**src/rtl/pc_sequencer.sv**
```systemverilog
// Program-flow controller for a 12-bit program counter register.
// Holds the PC while armed, launches on the falling edge of start, then picks
// the next PC each cycle (halt > stall > branch via LUT > increment) until halt.
//
// state | meaning
// ------+----------------------------------------------------------------
// IDLE  | PC held via pc_start; start=1 arms and captures entry_pc
// LOAD  | one cycle: PC loads the entry register, run counter clears
// RUN   | program executing, next_pc chosen by halt/stall/branch/increment
// DONE  | halted: pc_done holds the PC, done raised until start=1
module pc_sequencer #(
    parameter int PC_W      = 12,
    parameter int LUT_DEPTH = 16,
    parameter int LUT_IDX_W = 4,
    parameter int CNT_W     = 16
) (
    input  logic                 clk,
    input  logic                 reset,
    input  logic                 start,
    input  logic [PC_W-1:0]      entry_pc,
    input  logic [PC_W-1:0]      cur_pc,
    input  logic                 halt_in,
    input  logic                 stall,
    input  logic                 branch_taken,
    input  logic [LUT_IDX_W-1:0] branch_idx,
    input  logic                 cfg_we,
    input  logic [LUT_IDX_W-1:0] cfg_idx,
    input  logic [PC_W-1:0]      cfg_data,
    output logic [PC_W-1:0]      next_pc,
    output logic                 pc_start,
    output logic                 pc_done,
    output logic                 done,
    output logic [CNT_W-1:0]     cycle_count
);

    typedef enum logic [1:0] {
        IDLE = 2'd0,
        LOAD = 2'd1,
        RUN  = 2'd2,
        DONE = 2'd3
    } state_t;

    state_t            state_q, state_d;
    logic              armed_q, armed_d;
    logic [PC_W-1:0]   entry_q, entry_d;
    logic [PC_W-1:0]   lut_q [LUT_DEPTH];
    logic [PC_W-1:0]   lut_d [LUT_DEPTH];
    logic [CNT_W-1:0]  cnt_q, cnt_d;
    logic              done_q, done_d;
    logic [PC_W-1:0]   lut_rd;

    // Branch target lookup from stored contents; out-of-range indices read as 0.
    always_comb begin
        lut_rd = '0;
        if (32'(branch_idx) < LUT_DEPTH) begin
            lut_rd = lut_q[branch_idx];
        end
    end

    // PC-facing outputs decoded from the current state.
    always_comb begin
        next_pc  = entry_q;
        pc_start = 1'b0;
        pc_done  = 1'b0;
        unique case (state_q)
            IDLE: pc_start = 1'b1;
            LOAD: next_pc  = entry_q;
            RUN: begin
                if (halt_in || stall) begin
                    next_pc = cur_pc;
                end else if (branch_taken) begin
                    next_pc = lut_rd;
                end else begin
                    next_pc = cur_pc + PC_W'(1);
                end
            end
            DONE: begin
                pc_done = 1'b1;
                next_pc = cur_pc;
            end
            default: pc_start = 1'b1;
        endcase
    end

    // Next-state, arming, entry capture, run counter and LUT writes.
    always_comb begin
        state_d = state_q;
        armed_d = armed_q;
        entry_d = entry_q;
        cnt_d   = cnt_q;
        done_d  = done_q;
        lut_d   = lut_q;

        if (cfg_we && (32'(cfg_idx) < LUT_DEPTH)) begin
            lut_d[cfg_idx] = cfg_data;
        end

        // entry_pc is tracked every cycle start is high, whatever the state.
        if (start) begin
            entry_d = entry_pc;
        end

        unique case (state_q)
            IDLE: begin
                if (start) begin
                    armed_d = 1'b1;
                end else if (armed_q) begin
                    armed_d = 1'b0;
                    state_d = LOAD;
                end
            end
            LOAD: begin
                if (start) begin
                    armed_d = 1'b1;
                    state_d = IDLE;
                end else begin
                    cnt_d   = '0;
                    state_d = RUN;
                end
            end
            RUN: begin
                if (start) begin
                    armed_d = 1'b1;
                    state_d = IDLE;
                end else begin
                    if (cnt_q != '1) begin
                        cnt_d = cnt_q + CNT_W'(1);
                    end
                    if (halt_in) begin
                        done_d  = 1'b1;
                        state_d = DONE;
                    end
                end
            end
            DONE: begin
                if (start) begin
                    armed_d = 1'b1;
                    done_d  = 1'b0;
                    state_d = IDLE;
                end
            end
            default: state_d = IDLE;
        endcase
    end

    // State and datapath registers with asynchronous active-high reset.
    always_ff @(posedge clk or posedge reset) begin
        if (reset) begin
            state_q <= IDLE;
            armed_q <= 1'b0;
            entry_q <= '0;
            cnt_q   <= '0;
            done_q  <= 1'b0;
            for (int i = 0; i < LUT_DEPTH; i++) begin
                lut_q[i] <= '0;
            end
        end else begin
            state_q <= state_d;
            armed_q <= armed_d;
            entry_q <= entry_d;
            cnt_q   <= cnt_d;
            done_q  <= done_d;
            for (int i = 0; i < LUT_DEPTH; i++) begin
                lut_q[i] <= lut_d[i];
            end
        end
    end

    assign done        = done_q;
    assign cycle_count = cnt_q;

endmodule

```
**config.mk**
```make
export PLATFORM = sky130hd
export DESIGN_NAME = pc_sequencer
export DESIGN_NICKNAME = d
export VERILOG_FILES = /design/src/rtl/pc_sequencer.sv
export SDC_FILE = /design/constraint.sdc
export NUM_CORES = 1
export LEC_CHECK = 0
export BUFFER_PORTS_ARGS = -buffer_cell sky130_fd_sc_hd__buf_2
export CAP_MARGIN = 20
export CORE_MARGIN = 2
export CORE_UTILIZATION = 40
export CTS_CLUSTER_DIAMETER = 200
export DETAILED_ROUTE_END_ITERATION = 16
export GPL_TIMING_DRIVEN = 0
export HOLD_SLACK_MARGIN = 0.1
export PLACE_DENSITY = 0.54
export SLEW_MARGIN = 15
export SYNTH_ARGS = -nofsm -noshare
export SYNTH_HDL_FRONTEND = slang
export SYNTH_SLANG_ARGS = --single-unit
```
**constraint.sdc**
```tcl
create_clock -name clk -period 10.9 [get_ports clk]
set_input_delay 2.18 -clock clk [delete_from_list [all_inputs] [get_ports clk]]
set_output_delay 2.18 -clock clk [all_outputs]
set_load 0.02 [all_outputs]
```
======== After elaboration in Yosys (flattened, before gate mapping) ========
Cells that the tools add are included.
operators by class
  $add $sub $neg .......................... 2
  $lt $le $gt $ge ......................... 3
  equality and inequality tests ........... 13
  multiplexer cells ....................... 29
  bitwise operators ....................... 2
  reduce and logical (&&, ||, !) cells .... 9
operators with widths
  kind                                                        number
  bitwise mux 192 bit                                         1
  two-way mux 12 bit                                          5
  binary-select mux 12 bit (select 4 bit)                     1
  demux 12 bit (select 4 bit)                                 1
  two-way mux 16 bit                                          3
  one-hot mux 16 bit (2 select lines)                         1
  one-hot mux 12 bit (2 select lines)                         1
  adder 16 x 1 -> 16 bit, second input constant               1
  inequality test 16 bit, second input constant               1
  inequality test 2 bit, second input constant                7
  adder 12 x 1 -> 12 bit, second input constant               1
  two-way mux 2 bit                                           6
  AND reduction 4 bit                                         3
  >= comparator 5 bit, second input constant                  2
  inverter 4 -> 5 bit                                         2
  one-hot mux 2 bit (4 select lines)                          1
  two-way mux 1 bit                                           7
  less-than comparator 5 x 1 -> 1 bit, second input constant  1
  equality test 2 bit, second input constant                  2
  one-hot mux 1 bit (2 select lines)                          2
  nonzero test 2 bit                                          2
  inequality test 3 bit, second input constant                1
  OR reduction 3 bit                                          1
  equality test 2 x 1 -> 1 bit, second input constant         1
  4 further kinds                                             4
word-level totals
  register bits after elaboration ......... 224
  input bits .............................. 51
  output and inout bits ................... 31
  logic and storage cells ................. 79

======== Logic depth before layout (Yosys ltp) ========
  depth after elaboration ................. 7
  depth in mapped cells ................... 8
  gate-level depth less buffers ........... 6

======== Worst setup path before layout ========
No wires, ideal clock.
  kind .................................... input to output
  from .................................... in branch_idx[1]
  to ...................................... out next_pc[10]
  arrival ................................. 3.702 ns
  data required time ...................... 8.720 ns
  path slack .............................. 5.018 ns
  stages .................................. 6
  path buffers ............................ 2
  path through ............................ buf_4 -> buf_4 -> mux4_1 -> nor2_1 -> or4_1 -> o21ai_0
between the ends
  cells in the longest elaborated chain, start to end .. 7
RTL lines
  what                                                    line  RTL
  start: declaration                                      25    input logic [LUT_IDX_W-1:0] branch_idx,
  inverter 4 -> 5 bit (implied by the code)               56    lut_rd = lut_q[branch_idx];
  binary-select mux 12 bit (select 4 bit)                 56
  two-way mux 12 bit (implied by the code) (2 in series)  56
  two-way mux 12 bit                                      71    end else if (branch_taken) begin
  two-way mux 12 bit                                      69    if (halt_in || stall) begin
  one-hot mux 12 bit (2 select lines)                     65    unique case (state_q)
  end: declaration                                        29    output logic [PC_W-1:0] next_pc,
Every way passes these cells. The select of a mux whose other input is x is not followed.

======== Worst setup path after layout ========
  from .................................... in branch_idx[1]
  to ...................................... out next_pc[1]
Same word-level chain as after synthesis.

==> impl_metrics.yaml <==
run_status:
  status: "complete, no violations"
timing:
  clock.fmax_mhz: 154
  fin_skew_ns: 0.00538
  maxSlewHeadroom: 0.275
  min_period_ns: 6.49
  post-route-period-util: 0.596
  maxSlewViolCount: 0
  rsz0062_at_grt: "no"
  hold_ws_ns: 0.492
  setup_viol: 0
  worst_slew_pin_slew_ns: 1.09
  finalHoldViolCount: 0
setup_path:
  criticalPathCategory: "in2out"
  path_delay_family: "buffers and inverters"
  cp_num_buf_inv: 4
  r2r-start: "cycle_count[0]"
  slowest_delay_ns: 0.36
  cpMaxStageDelayCell: "mux4_2"
  start_kind: "primary input"
  crit_chain: "buf_4 > buf_4 > buf_2 > mux4_2 > mux2i_1 > nor2_1 > nor3_1 > a211oi_1 > buf_2"
  critPathMaxFanout: 10
  end_kind: "output port"
  startpoint: "branch_idx[1]"
  worstPathArrival_ns: 4.31
  critPathRequiredTime_ns: 8.72
synthesis:
  yosysWarnings: 0
  syn_area_per_cell_um2: 13.3
  synth-async-reset-ratio: 1.00
  ys.flop_type: "dfrtp_1"
  synth_edf_count: 0
  ys_ff_latch: 224
  ys_seq_area_frac: 0.502
  netlist_instances: 842
  synth_area_mm2: 0.0112
  synthDistinctLibCells: 74
  syn_nets: 895
hold_path:
  hp-start: "lut_q[156]"
  worstHoldPathType: "reg2reg"
detailed_routing:
  drcViolationCount: 0
  ant_nets: 0
  finalWirelength_um: 30800
  dr.first_iter.drc_count: 531
  wire_per_inst_um: 22.9
  vias_per_cell: 5.51
  vias: 7394
  firstDrtPassIters: 6
global_route:
  antenna_found_initial: 0
  grt.overflow.total: 0
  grt_usage: 0.214
  grt_pass1_vias: 7580
  grt_max_degree: 108
  grt_first_pass_wirelength_um: 46900
die:
  core_area_mm2: 0.0276
  die_h_um: 171
  std_cell_rows: 61
  start_util: 0.405
  ios: 82
  die_area_mm2: 0.0293
  die_w_um: 171
placed_design:
  placed_cell_area_mm2: 0.0121
  place_hpwl_um: 20500
  io_buffers: 74
  gp_congestion: 0.803
  dp.cells: 1296
final_layout:
  area_growth_pct: 15.5
  antenna_cells: 0
  drive_above_1_share: 0.411
  final_util: 0.467
  nNetsFinal: 999
  final_common_cell: "dfrtp_1"
  final_cell_mix: "224 x dfrtp_1, 210 x mux2_2, 93 x buf_2, 35 x nand2_1, 35 x nor2_1"
  stdcell_count: 1343
  fin_area_mm2: 0.0129
power:
  p_sw_frac: 0.268
  p_leak_nw: 5.59
  peakVddDrop_mv: 0.106
  p_clk_frac: 0.349
  power_w: 0.00241
  pwr-share-seq: 0.457
  power_switching_w: 0.000646
  internal_power_w: 0.00176
  p_per_area_mw_per_mm2: 187
  power_frac_comb: 0.194
clocking:
  cts-root-buf: "clkbuf_16"
  path_clk_slew_ns: 0.06
  post_cts_resized: 0
  clockBufferDepth: 3
  cts_hold_buf: 0
  insertion_delay_ns: 0.52
  cts_sinks: 224
  cts.htree.levels: 1
  tritoncts: "yes"
  cts_buffers: 26
  postCtsSetupBuffers: 0
job:
  maxCapViolCount: 0
## final cells by class
| type | count | area (µm²) |
|---|---|---|
| buffer | 64 | 390 |
| clock buffer | 41 | 798 |
| clock inverter | 6 | 32.5 |
| fill | 2551 | 14700 |
| inverter | 11 | 48.8 |
| multi-input combinational | 543 | 5140 |
| sequential | 224 | 5610 |
| tap | 378 | 473 |
| timing repair buffer | 76 | 425 |
## layer usage
metal | global-route usage | routed length (µm) | up-vias
met5 | 0 | 0 | -
met3 | 0.0354 | 1540 | 37
met1 | 0.301 | 14500 | 3815
li1 | - | - | 3344
met4 | 0.0494 | 526 | 0
met2 | 0.347 | 14200 | 198
## final timing paths
kind                                       end  slack, ns  depth (start not counted)
worst max-delay path                next_pc[1]       4.41                          9
worst min-delay path                lut_q[156]       0.49                          1
worst max register to register  cycle_count[2]       8.87                          7
worst min register to register      lut_q[156]       0.49                          1
max in group asynchronous            lut_q[72]       8.05                          4
min in group asynchronous       cycle_count[9]       1.62                          2
## through the flow
stage | worst slack [ns] | TNS (ns)
2_1_floorplan | 2.59 | 0
3_3_place_gp | -0.376 | -78.02
3_5_place_dp | 4.45 | 0
4_1_cts | 4.45 | 0
5_1_grt | 4.35 | 0
6_report | 4.41 | 0
## power groups by stage
stage	Sequential, W	Combinational (W)	Clock [W]
CTS	0.00110	0.000472	0.000858
detailed placement	0.00112	0.000471	0
global route	0.00113	0.000509	0.000898
finish	0.00110	0.000467	0.000841
floorplan	0.00110	0.000344	0
global placement	0.00111	0.000460	0
## worst reg2reg max path, delay by kind of cell, from the launching register on
family | cells | cell delay, ns
adder cells (fa/ha/maj) | 1 | 0.22
AND/OR/NAND/NOR | 3 | 0.58
buffers and inverters | 1 | 0.25
flip-flops | 1 | 0.42
AO/OA/AOI/OAI | 2 | 0.50
## flip-flops by register name, summed over array words and instances (netlist names)
name	count
state_q	2
entry_q	12
lut_q	192
cycle_count	16
armed_q	1
done	1
## cells by family after synthesis
logic type,share of synthesized area
multiplexers,0.310
flip-flops,0.502
AND/OR/NAND/NOR,0.0771
AO/OA/AOI/OAI,0.0578
buffers and inverters,0.0386
XOR/XNOR,0.0124
adder cells (fa/ha/maj),0.00224
## cell usage after synthesis (13+ instances only)
cell type / number / area, µm²
a21oi_1: 13 / 65.1
buf_2: 19 / 95.1
clkbuf_1: 23 / 86.3
dfrtp_1: 224 / 5610
mux2_2: 210 / 2360
mux2i_1: 23 / 230
mux4_1: 15 / 394
mux4_2: 18 / 405
nand2_1: 35 / 131
nand3_1: 18 / 90.1
nor2_1: 35 / 131
nor3_1: 16 / 80.1
o21ai_0: 24 / 120
Power figures use the tool's default switching activity.
